[src/rtl/boot_copier.sv]
// boot_copier: bus initiator that copies len_words 32-bit words from src_addr
// to dst_addr through a single access/cs/addr/bytesel/ack data port.
// Optional feature macro: BOOT_COPIER_CHECKSUM_EN (running sum of read words on csum).
module boot_copier #(
  parameter int unsigned LEN_WIDTH      = 16,
  parameter int unsigned TIMEOUT_CYCLES = 255
) (
  input  logic                 clk,
  input  logic                 rst,
  input  logic                 start,
  input  logic                 abort,
  input  logic [31:0]          src_addr,
  input  logic [31:0]          dst_addr,
  input  logic [LEN_WIDTH-1:0] len_words,
  output logic                 busy,
  output logic                 done,
  output logic                 error,
  output logic [31:0]          csum,
  output logic                 m_access,
  output logic                 m_cs,
  output logic [31:0]          m_addr,
  output logic [3:0]           m_bytesel,
  output logic                 m_wr_en,
  output logic [31:0]          m_wr_val,
  input  logic [31:0]          m_data,
  input  logic                 m_ack
);

  localparam int unsigned WAIT_W = $clog2(TIMEOUT_CYCLES + 1);

  typedef enum logic [1:0] {IDLE, RD, WR, FIN} state_t;

  state_t               state_q, state_d;
  logic                 access_q, access_d;
  logic                 error_q, error_d;
  logic [31:0]          src_q, src_d;
  logic [31:0]          dst_q, dst_d;
  logic [31:0]          data_q, data_d;
  logic [LEN_WIDTH-1:0] len_q, len_d;
  logic [LEN_WIDTH-1:0] idx_q, idx_d;
  logic [WAIT_W-1:0]    wait_q, wait_d;

  logic                 start_ok;
  logic                 rd_capture;
  logic                 timeout_hit;
  logic                 last_word;
  logic [31:0]          offset;

  assign start_ok    = (state_q == IDLE) && start;
  assign rd_capture  = (state_q == RD) && m_ack && !abort;
  assign timeout_hit = (wait_q == WAIT_W'(TIMEOUT_CYCLES - 1));
  assign last_word   = ((idx_q + LEN_WIDTH'(1)) == len_q);
  assign offset      = 32'(idx_q) << 2;

  // Next-state and datapath update; abort outranks ack and timeout.
  always_comb begin
    state_d  = state_q;
    access_d = access_q;
    error_d  = error_q;
    src_d    = src_q;
    dst_d    = dst_q;
    data_d   = data_q;
    len_d    = len_q;
    idx_d    = idx_q;
    wait_d   = wait_q;
    unique case (state_q)
      IDLE: begin
        if (start) begin
          src_d   = src_addr & 32'hFFFF_FFFC;
          dst_d   = dst_addr & 32'hFFFF_FFFC;
          len_d   = len_words;
          idx_d   = '0;
          wait_d  = '0;
          error_d = 1'b0;
          if (len_words == '0) begin
            state_d = FIN;
          end else begin
            state_d  = RD;
            access_d = 1'b1;
          end
        end
      end
      RD, WR: begin
        if (abort) begin
          state_d  = IDLE;
          access_d = 1'b0;
        end else if (m_ack) begin
          wait_d = '0;
          if (state_q == RD) begin
            data_d   = m_data;
            state_d  = WR;
            access_d = 1'b1;
          end else begin
            idx_d = idx_q + LEN_WIDTH'(1);
            if (last_word) begin
              state_d  = FIN;
              access_d = 1'b0;
            end else begin
              state_d  = RD;
              access_d = 1'b1;
            end
          end
        end else if (timeout_hit) begin
          error_d  = 1'b1;
          access_d = 1'b0;
          state_d  = FIN;
        end else begin
          wait_d = wait_q + WAIT_W'(1);
        end
      end
      FIN: begin
        state_d = IDLE;
      end
      default: state_d = IDLE;
    endcase
  end

  // State and datapath registers.
  always_ff @(posedge clk) begin
    if (rst) begin
      state_q  <= IDLE;
      access_q <= 1'b0;
      error_q  <= 1'b0;
      src_q    <= '0;
      dst_q    <= '0;
      data_q   <= '0;
      len_q    <= '0;
      idx_q    <= '0;
      wait_q   <= '0;
    end else begin
      state_q  <= state_d;
      access_q <= access_d;
      error_q  <= error_d;
      src_q    <= src_d;
      dst_q    <= dst_d;
      data_q   <= data_d;
      len_q    <= len_d;
      idx_q    <= idx_d;
      wait_q   <= wait_d;
    end
  end

`ifdef BOOT_COPIER_CHECKSUM_EN
  logic [31:0] csum_q, csum_d;

  // Checksum accumulates every word captured from a read.
  always_comb begin
    csum_d = csum_q;
    if (start_ok) begin
      csum_d = '0;
    end else if (rd_capture) begin
      csum_d = csum_q + m_data;
    end
  end

  // Checksum register.
  always_ff @(posedge clk) begin
    if (rst) begin
      csum_q <= '0;
    end else begin
      csum_q <= csum_d;
    end
  end

  assign csum = csum_q;
`else
  assign csum = '0;
`endif

  // Bus and status outputs; the request is masked by ack so a 1-cycle
  // responder never sees a repeated request.
  always_comb begin
    m_access  = access_q & ~m_ack;
    m_cs      = m_access;
    m_bytesel = m_access ? 4'b1111 : 4'b0000;
    m_wr_en   = m_access && (state_q == WR);
    m_addr    = '0;
    m_wr_val  = '0;
    if (state_q == RD) begin
      m_addr = src_q + offset;
    end else if (state_q == WR) begin
      m_addr   = dst_q + offset;
      m_wr_val = data_q;
    end
    busy  = (state_q != IDLE);
    done  = (state_q == FIN) && !abort;
    error = error_q;
  end

endmodule
[config.mk]
export PLATFORM = sky130hd
export DESIGN_NAME = boot_copier
export DESIGN_NICKNAME = d
export VERILOG_FILES = /design/src/rtl/boot_copier.sv
export SDC_FILE = /design/constraint.sdc
export NUM_CORES = 1
export LEC_CHECK = 0
export CAP_MARGIN = 10
export CORE_MARGIN = 2
export CORE_UTILIZATION = 54
export DETAILED_ROUTE_END_ITERATION = 10
export GPL_TIMING_DRIVEN = 1
export PLACE_DENSITY = 0.87
export SYNTH_ARGS = -nofsm -noshare
export SYNTH_HDL_FRONTEND = slang
export SYNTH_SLANG_ARGS = --single-unit
[constraint.sdc]
create_clock -name clk -period 7.9 [get_ports clk]
set_input_delay 1.185 -clock clk [delete_from_list [all_inputs] [get_ports clk]]
set_output_delay 1.185 -clock clk [all_outputs]
set_load 0.01 [all_outputs]
==> results of run 1 <==
## worst reg2reg max path, stage by stage, from the launching register on
cell,delay [ns]
dfxtp_1,0.32
inv_1,0.13
ha_1,0.68
inv_1,0.64
or3_1,0.96
nand2_1,0.24
a21oi_1,0.08
## registers in the layout, indices dropped and copies added, names as in the netlist
signal,flops
len_q,16
wait_q,8
src_q,30
idx_q,16
dst_q,30
error,1
data_q,32
state_q,2
access_q,1
## per-stage QoR
stage          utilization  instance area [µm²]
6_report             0.696                11000
5_1_grt              0.696                11000
4_1_cts              0.696                11000
3_5_place_dp         0.660                10500
3_3_place_gp         0.660                10500
2_1_floorplan            -                 8850
## layout make-up
| class | count | area [µm²] | share of cell area |
|---|---|---|---|
| Inverter | 17 | 63.8 | 0.00579 |
| Sequential cell | 136 | 2720 | 0.247 |
| Clock buffer | 27 | 533 | 0.0484 |
| Clock inverter | 2 | 35.0 | 0.00318 |
| Timing Repair Buffer | 189 | 1880 | 0.170 |
| Multi-Input combinational cell | 951 | 5520 | 0.501 |
| Tap cell | 216 | 270 | 0.0245 |
## worst min-delay path by stage
| stage | from | endpoint | slack (ns) | cells after the start |
|---|---|---|---|---|
| global placement | data_q[31] | data_q[31] | 0.44 | 2 |
| detailed placement | data_q[8] | data_q[8] | 0.44 | 2 |
| floorplan | data_q[0] | data_q[0] | 0.43 | 2 |
| CTS | data_q[8] | data_q[8] | 0.45 | 2 |
| finish | data_q[13] | data_q[13] | 0.45 | 2 |
| global route | data_q[7] | data_q[7] | 0.46 | 2 |
## logic make-up after synthesis
group,count (synthesis)
AOI/OAI and AO/OA,293
xor gates and xnor gates,76
adders and majority gates,42
buffers and inverters,123
DFF,136
muxes,6
other,1
and+or+nand+nor,500
## synth_stat cells, types with 3 or more instances
library cell  instances  area [µm²]
o2111ai_1             3        26.3
nor2b_1               5        31.3
nor3b_1               5        37.5
and2_1               42         263
a21oi_1             144         721
nor3_1               26         130
a211o_1               3        26.3
a22o_1               10        87.6
nand2b_1              9        56.3
mux2i_1               6        60.1
nand2_1             269        1010
o22ai_1              13        81.3
o211ai_1              4        30.0
buf_1                 3        11.3
inv_1                17        63.8
a2111oi_2             3        45.0
a2111oi_1             3        30.0
ha_1                 40         500
xor2_1               25         219
or3_1                 7        43.8
o21ai_1              10        50.1
a21o_1               16         120
nor2_1               62         233
nand3_1              31         155
buf_4                40         300
buf_2                 6        30.0
clkbuf_1             57         214
a211oi_1             10        75.1
o2111ai_2             3        45.0
and4_1                6        52.6
xnor2_1              51         447
a22oi_1              11        82.6
o21ai_0              29         145
nor4_1                9        56.3
nand4_1               9        56.3
a31oi_1               7        43.8
o21a_1                3        22.5
dfxtp_1             136        2720
and3_1               14        87.6
## per-layer routing
metal	up-vias	global-route usage	share of wire	wire length [µm]
met3	45	0.0864	0.086	2020
met5	-	0	0.00059	14
met4	2	0.0954	0.020	476
met1	3948	0.332	0.42	9990
met2	322	0.451	0.47	11100
li1	4275	-	-	-
## where the power goes
part	total, mW	internal (mW)	leakage [nW]	switching, mW
sequential	0.866	0.780	1.11	0.0861
combinational	0.857	0.326	2.74	0.531
clock	0.768	0.486	0.281	0.281
total	2.49	1.59	4.13	0.898
==> metrics.cfg, run 1 <==
[synthesis]
synth-main-ff-cell = dfxtp_1
synth_compound_area_frac = 0.212
syn_inst = 1177
syn_area_mm2 = 0.00872
synthSimpleGateAreaFrac = 0.260
synthXorXnorAreaFrac = 0.0763
synth_fa_ha_area_frac = 0.0620
async_flop_share = 0
synth-edff-count = 0
netlist-cell-type-count = 64
synth_top_family_by_area = simple AND/OR/NAND/NOR gates
yosysWarnings = 0
synth_mux_area_frac = 0.00688
syn_avg_cell_area_um2 = 7.41
synth-seq-cells = 136
synth-seq-area-share = 0.312

[worst_setup_path]
crit_path_end_kind = primary output
crit_path_start = idx_q[0]
critical_path.max_fanout = 10
worstSetupEndpoint = m_addr[30]
crit_buf_inv = 2
crit_chain = ha_1 > inv_1 > fa_1 > nand2b_1 > a21oi_2 > o221ai_2 > a21o_4 > a2111oi_1 > xnor2_1 > o22ai_1 > clkdlybuf4s50_1
critPathMaxStageDelay_ns = 0.59
r2r_slack_ns = 4.69
worstSetupPathDepth = 11
r2r-end = data_q[5]
worst-setup-path-type = reg2out
cp.arrival_ns = 3.96
r2r-start = state_q[1]
crit_path_start_kind = flop
required_ns = 6.71
cpLargestDelayFamily = compound AO/OA/AOI/OAI gates
cp_slowest_cell = clkdlybuf4s50_1
worst_r2r_path_depth = 6

[job]
drv_cap = 0

[timing]
layout_min_cycle_time_ns = 5.15
slew_headroom = 0.289
holdWs_ns = 0.448
grt_setup_unrepaired = no
finalSetupViolCount = 0
skew_ns = 0.00954
fmax_mhz = 194
finalSetupTns_ns = 0
drv_slew = 0
setup_ws_ns = 2.75
tightest_slew_ns = 1.07
fin_crit_sh = 0.652
hold_viol_final = 0

[min_path]
hp-class = reg2reg

[route]
ant_nets = 0
num_vias = 8592
wl_um = 23600
drc = 0
drt_iter0_drc = 591
drt-vias-per-instance = 5.59
dr.pass1.iters = 5
routedWlPerCell_um = 15.3

[die]
row_count = 46
dieArea_mm2 = 0.0172
core_area_mm2 = 0.0158
start_util = 0.551
die_y_um = 131
die_w_um = 131
io_pins = 223

[clocking]
cts_root_buf = clkbuf_16
cts_hold_buf = 0
cts_setup_buffers = 0
cts_made_buffers = 17
insertion_delay_ns = 0.42
clock-sinks = 136
cts.clk_slew.worst_paths_ns = 0.06
cts_tree = built
htree_levels = 4
ctsResizeCount = 0
clock_path_buffers = 2

[cells_and_area]
drive_above_1_share = 0.0393
nNetsFinal = 1471
nFillCells = 1293
final_cell_mix = 268 x nand2_1, 183 x clkdlybuf4s50_1, 144 x a21oi_1, 136 x dfxtp_1, 62 x nor2_1
fin_cells = 1538
areaGrowthSynthToFinish_pct = 26.3
diodes = 0
layout_commonest_cell = nand2_1

[placed_design]
io_buffers = 184
place_worst_setup_slack_ns = 3.25
dp_hpwl_um = 17200
place.gp.congestion = 0.969
placed_cells = 1509

[global_route]
grt_max_degree = 86
grt_pass1_vias = 8172
gr-total-overflow = 0
track_usage = 0.271
grt_pass1_wl_um = 38800
antenna_found_initial = 1

[outcome]
status = complete, no violations

[power_and_ir_drop]
vdd_drop_max_mv = 0.173
power_mw = 2.49
p_per_area_mw_per_mm2 = 226
p_leak_nw = 4.13

Note: power is estimated with default switching activity, not from simulation.
==> run 2: changes to the inputs <==
CORE_UTILIZATION = 50   (was 54)
PLACE_DENSITY = 0.81   (was 0.87)
clock period = 5 ns   (was 7.9 ns; I/O delays follow)
==> metrics.cfg, run 2 (synthesized netlist as in run 1, its figures left out) <==
[cells_and_area]
areaGrowthSynthToFinish_pct = 26.8
top_regs = data_q (32), dst_q (30), src_q (30)
nFillCells = 1559  ; +21%
layout_commonest_cell = nand2_1
fin_cells = 1552  ; +0.91%
nNetsFinal = 1472  ; +0.068%
largest_reg_flops = 32  ; unchanged
max_flop_register = data_q
final_cell_mix = 268 x nand2_1, 183 x clkdlybuf4s50_1, 144 x a21oi_1, 136 x dfxtp_1, 62 x nor2_1
drive_above_1_share = 0.0445  ; +0.00516

[worst_setup_path]
required_ns = 4.25  ; -2.46 ns
cpLargestDelayFamily = compound AO/OA/AOI/OAI gates
cp.arrival_ns = 3.88  ; -0.08 ns
crit_path_end_kind = primary output
cp_slowest_cell = o31ai_2
critPathMaxStageDelay_ns = 0.62  ; +0.03 ns
crit_chain = ha_1 > fa_1 > a21oi_2 > o2111ai_1 > and4_1 > o31ai_2 > nor3_1 > xnor2_1 > o22ai_1 > clkdlybuf4s50_1
critical_path.max_fanout = 10  ; unchanged
crit_path_start_kind = flop
crit_buf_inv = 1  ; -1
worst-setup-path-type = reg2out

[clocking]
cts_tree = built
ctsResizeCount = 0  ; unchanged
htree_levels = 4  ; unchanged
clock_path_buffers = 2  ; unchanged
cts_setup_buffers = 0  ; unchanged
cts_made_buffers = 17  ; unchanged
clock-sinks = 136  ; unchanged
cts_root_buf = clkbuf_16
insertion_delay_ns = 0.43  ; about the same
cts.clk_slew.worst_paths_ns = 0.06  ; about the same
cts_hold_buf = 0  ; unchanged

[timing]
tightest_slew_ns = 1.08  ; +0.0174 ns
fmax_mhz = 216
layout_min_cycle_time_ns = 4.63
skew_ns = 0.00777  ; -0.00177 ns
slew_headroom = 0.277  ; -0.0116
finalSetupTns_ns = 0  ; unchanged
drv_slew = 0  ; unchanged
grt_setup_unrepaired = no
hold_viol_final = 0  ; unchanged
fin_crit_sh = 0.926
finalSetupViolCount = 0  ; unchanged

[route]
ant_nets = 0  ; unchanged
drc = 0  ; unchanged
drt_iter0_drc = 552  ; -6.6%
routedWlPerCell_um = 15.5  ; +0.68%
num_vias = 8631  ; +0.45%
drt-vias-per-instance = 5.56  ; -0.45%
wl_um = 24000  ; +1.6%
dr.pass1.iters = 6  ; +1

[power_and_ir_drop]
p_per_area_mw_per_mm2 = 362  ; +60%
vdd_drop_max_mv = 0.270  ; +56%
p_leak_nw = 4.14  ; +0.19%

[placed_design]
dp_hpwl_um = 17400  ; +1.2%
io_buffers = 184  ; unchanged
placed_cells = 1519  ; +0.66%
place.gp.congestion = 0.916  ; -5.5%

[die]
dieArea_mm2 = 0.0185  ; +7.7%
io_pins = 223  ; unchanged
die_y_um = 136  ; +3.8%
core_area_mm2 = 0.0172  ; +8.5%
start_util = 0.508  ; -0.0433
row_count = 48  ; +4.3%
die_w_um = 136  ; +3.8%

[global_route]
grt_max_degree = 81  ; -5.8%
gr-total-overflow = 0  ; unchanged
antenna_found_initial = 1  ; unchanged
track_usage = 0.257  ; -0.0140
grt_pass1_wl_um = 38000  ; -2.1%
grt_pass1_vias = 7909  ; -3.2%

[min_path]
hp-class = reg2reg

[outcome]
status = complete, no violations

[job]
drv_cap = 0  ; unchanged

run 2: worst reg2reg max path, cell delays in order, from the launching register on:
cell	delay [ns]
dfxtp_1	0.36
inv_1	0.10
ha_1	0.85
o211ai_1	0.34
or3_1	0.75
nor3_1	0.31
o221ai_1	0.16
a21oi_1	0.19
run 2: final cells by class:
type	instances	area [µm²]	share of cell area
multi-input cells	951	5520	0.499
clock inverters	13	138	0.0124
repair buffers	190	1880	0.170
inverters	17	63.8	0.00577
diodes	1	2.50	0.000226
flip-flops and latches	136	2720	0.246
well taps	225	282	0.0254
clock buffers	19	453	0.0409
run 2: path summary, 6_finish.rpt:
| check | from | end | slack [ns] | cells past startpoint |
|---|---|---|---|---|
| max | idx_q[0] | m_addr[26] | 0.37 | 10 |
| max reg2reg | state_q[1] | idx_q[11] | 1.86 | 7 |
| min reg2reg | data_q[23] | data_q[23] | 0.45 | 2 |
| min | data_q[23] | data_q[23] | 0.45 | 2 |
run 2: metrics by stage:
| step | setup WS [ns] | hold WS, ns | instance area (µm²) | util | power [mW] |
|---|---|---|---|---|---|
| 2_1_floorplan | 1.68 | 0.432 | 8850 | - | 2.31 |
| 3_3_place_gp | 0.851 | 0.436 | 10500 | 0.609 | 2.72 |
| 3_5_place_dp | 0.836 | 0.442 | 10500 | 0.609 | 2.75 |
| 4_1_cts | 0.369 | 0.450 | 11100 | 0.644 | 4.01 |
| 5_1_grt | 0.148 | 0.470 | 11100 | 0.644 | 4.22 |
| 6_report | 0.372 | 0.449 | 11100 | 0.644 | 4.00 |
run 2: per-layer routing:
| metal | wire length [µm] | share of wire | global-route usage | vias up |
|---|---|---|---|---|
| li1 | - | - | - | 4282 |
| met1 | 10300 | 0.43 | 0.315 | 3993 |
| met2 | 11200 | 0.47 | 0.431 | 319 |
| met3 | 2100 | 0.087 | 0.0761 | 37 |
| met4 | 456 | 0.019 | 0.0868 | 0 |
| met5 | 0 | 0 | 0 | - |
run 2: where the power goes:
group,switching [mW],leakage (nW),internal (mW)
clock network,0.531,0.285,0.725
logic,0.854,2.74,0.522
registers,0.137,1.11,1.23
total,1.52,4.14,2.48
==> run 3: changes to the inputs <==
CORE_MARGIN = 3   (was 2)
==> metrics.cfg, run 3 (synthesized netlist as in run 1, its figures left out) <==
[route]
wl_um = 24600  ; +2.5%
routedWlPerCell_um = 15.9  ; +3.0%
drc = 0  ; unchanged
ant_nets = 0  ; unchanged
dr.pass1.iters = 5  ; -1
drt-vias-per-instance = 5.58  ; +0.42%
drt_iter0_drc = 479  ; -13%
num_vias = 8628  ; -0.035%

[timing]
setup_ws_ns = 0.303  ; -0.0690 ns
hold_viol_final = 0  ; unchanged
tightest_slew_ns = 1.06  ; -0.0228 ns
fmax_mhz = 213  ; -1.5%
slew_headroom = 0.292  ; +0.0152
drv_slew = 0  ; unchanged
finalSetupTns_ns = 0  ; unchanged
layout_min_cycle_time_ns = 4.70  ; +0.0690 ns
grt_setup_unrepaired = no
fin_crit_sh = 0.939  ; +0.0138
skew_ns = 0.00778  ; +0.0000130 ns
finalSetupViolCount = 0  ; unchanged

[worst_setup_path]
r2r-start = state_q[0]
cp_slowest_cell = clkdlybuf4s50_1
crit_chain = ha_1 > inv_1 > fa_1 > nand2b_1 > a21oi_2 > o221ai_2 > a21o_4 > a2111oi_1 > xnor2_1 > o22ai_1 > clkdlybuf4s50_1
r2r_slack_ns = 1.83  ; -0.03 ns
worst_r2r_path_depth = 7  ; unchanged
crit_path_start_kind = flop
critical_path.max_fanout = 10  ; unchanged
worst-setup-path-type = reg2out
worstSetupPathDepth = 11  ; +1
cpLargestDelayFamily = compound AO/OA/AOI/OAI gates
crit_path_end_kind = primary output
required_ns = 4.25  ; about the same
r2r-end = idx_q[11]
cp.arrival_ns = 3.95  ; +0.07 ns
crit_buf_inv = 2  ; +1
critPathMaxStageDelay_ns = 0.58  ; -0.04 ns

[clocking]
cts_root_buf = clkbuf_16
cts_tree = built
htree_levels = 4  ; unchanged
clock_path_buffers = 2  ; unchanged
cts_made_buffers = 17  ; unchanged
cts_hold_buf = 0  ; unchanged
cts_setup_buffers = 0  ; unchanged
clock-sinks = 136  ; unchanged
insertion_delay_ns = 0.42  ; about the same
ctsResizeCount = 0  ; unchanged
cts.clk_slew.worst_paths_ns = 0.06  ; about the same

[global_route]
grt_pass1_vias = 8248  ; +4.3%
gr-total-overflow = 0  ; unchanged
antenna_found_initial = 0  ; -1
grt_max_degree = 78  ; -3.7%
track_usage = 0.249  ; -0.00803
grt_pass1_wl_um = 40000  ; +5.0%

[cells_and_area]
largest_reg_flops = 32  ; unchanged
stdcell_area_mm2 = 0.0111  ; +0.68%
top_regs = data_q (32), dst_q (30), src_q (30)
areaGrowthSynthToFinish_pct = 27.7
max_flop_register = data_q
nNetsFinal = 1472  ; unchanged
layout_commonest_cell = nand2_1
final_cell_mix = 268 x nand2_1, 183 x clkdlybuf4s50_1, 144 x a21oi_1, 136 x dfxtp_1, 62 x nor2_1
diodes = 0  ; -1
drive_above_1_share = 0.0438  ; -0.000721

[die]
core_area_mm2 = 0.0168  ; -2.1%
die_w_um = 138  ; +1.5%
start_util = 0.519  ; +0.0108
dieArea_mm2 = 0.0191  ; +3.0%
die_y_um = 138  ; +1.5%
io_pins = 223  ; unchanged
row_count = 47  ; -2.1%

[placed_design]
io_buffers = 184  ; unchanged
place_worst_setup_slack_ns = 0.832  ; -0.00315 ns
dpl-instance-area_mm2 = 0.0105  ; about the same
dp_hpwl_um = 17600  ; +1.2%
place.gp.congestion = 0.883  ; -3.5%

[power_and_ir_drop]
vdd_drop_max_mv = 0.260  ; -3.5%
p_per_area_mw_per_mm2 = 376  ; +4.1%
p_leak_nw = 4.17  ; +0.89%

[outcome]
status = complete, no violations

[min_path]
hp-class = reg2reg
hold_end = data_q[15]
hold_path.startpoint = data_q[15]
worstHoldPathCells = 2  ; unchanged

[job]
drv_cap = 0  ; unchanged

[run 3: changes by cell type in the layout (fill, tap and decap cells not counted)]
cell        change
bufinv_16       +5
clkinv_2        +2
clkinv_4        -5
clkinvlp_4      +1
diode_2         -1
inv_6           -2
inv_8           -2
[run 3: worst max path at each step]
stage | startpoint | to | slack, ns
after floorplan | idx_q[0] | m_addr[24] | 1.68
after global placement | idx_q[0] | m_addr[30] | 0.86
after detailed placement | idx_q[0] | m_addr[30] | 0.83
after CTS | idx_q[0] | m_addr[30] | 0.29
after global routing | idx_q[0] | m_addr[30] | 0.06
final | idx_q[0] | m_addr[30] | 0.30
[run 3: where the power goes]
| group | total, mW | internal (mW) | switching, mW |
|---|---|---|---|
| clock | 1.44 | 0.958 | 0.486 |
| combinational | 1.38 | 0.521 | 0.859 |
| sequential | 1.37 | 1.23 | 0.137 |
[run 3: metrics by stage]
step / power [mW] / utilization / hold WS (ns) / cells
after detailed placement: 2.76 / 0.622 / 0.442 / 1514
after global routing: 4.41 / 0.662 / 0.472 / 1545
final: 4.19 / 0.662 / 0.449 / 1545
after global placement: 2.72 / 0.622 / 0.437 / 1514
after floorplan: 2.31 / - / 0.432 / 1210
after CTS: 4.20 / 0.662 / 0.450 / 1545
[run 3: area by class of cell]
cell class | count | area, µm²
fill | 1453 | 5680
multi-input combinational | 951 | 5520
sequential | 136 | 2720
timing repair buffer | 190 | 1880
clock buffer | 19 | 453
tap | 220 | 275
clock inverter | 12 | 221
inverter | 17 | 63.8
[run 3: worst register-to-register path, stage by stage, from the launching register on]
cell and delay [ns]:
dfxtp_1 0.36, inv_1 0.11, ha_1 0.88, o211ai_1 0.34, or3_1 0.76, nor3_1 0.31, o221ai_1 0.15, a21oi_1 0.18
[run 3: per-layer routing]
| metal | vias up | share of wire | global-route usage | routed length [µm] |
|---|---|---|---|---|
| li1 | 4277 | - | - | - |
| met1 | 3984 | 0.43 | 0.302 | 10500 |
| met2 | 328 | 0.47 | 0.421 | 11500 |
| met3 | 39 | 0.086 | 0.0877 | 2130 |
| met4 | 0 | 0.019 | 0.0707 | 457 |
| met5 | - | 0 | 0 | 0 |
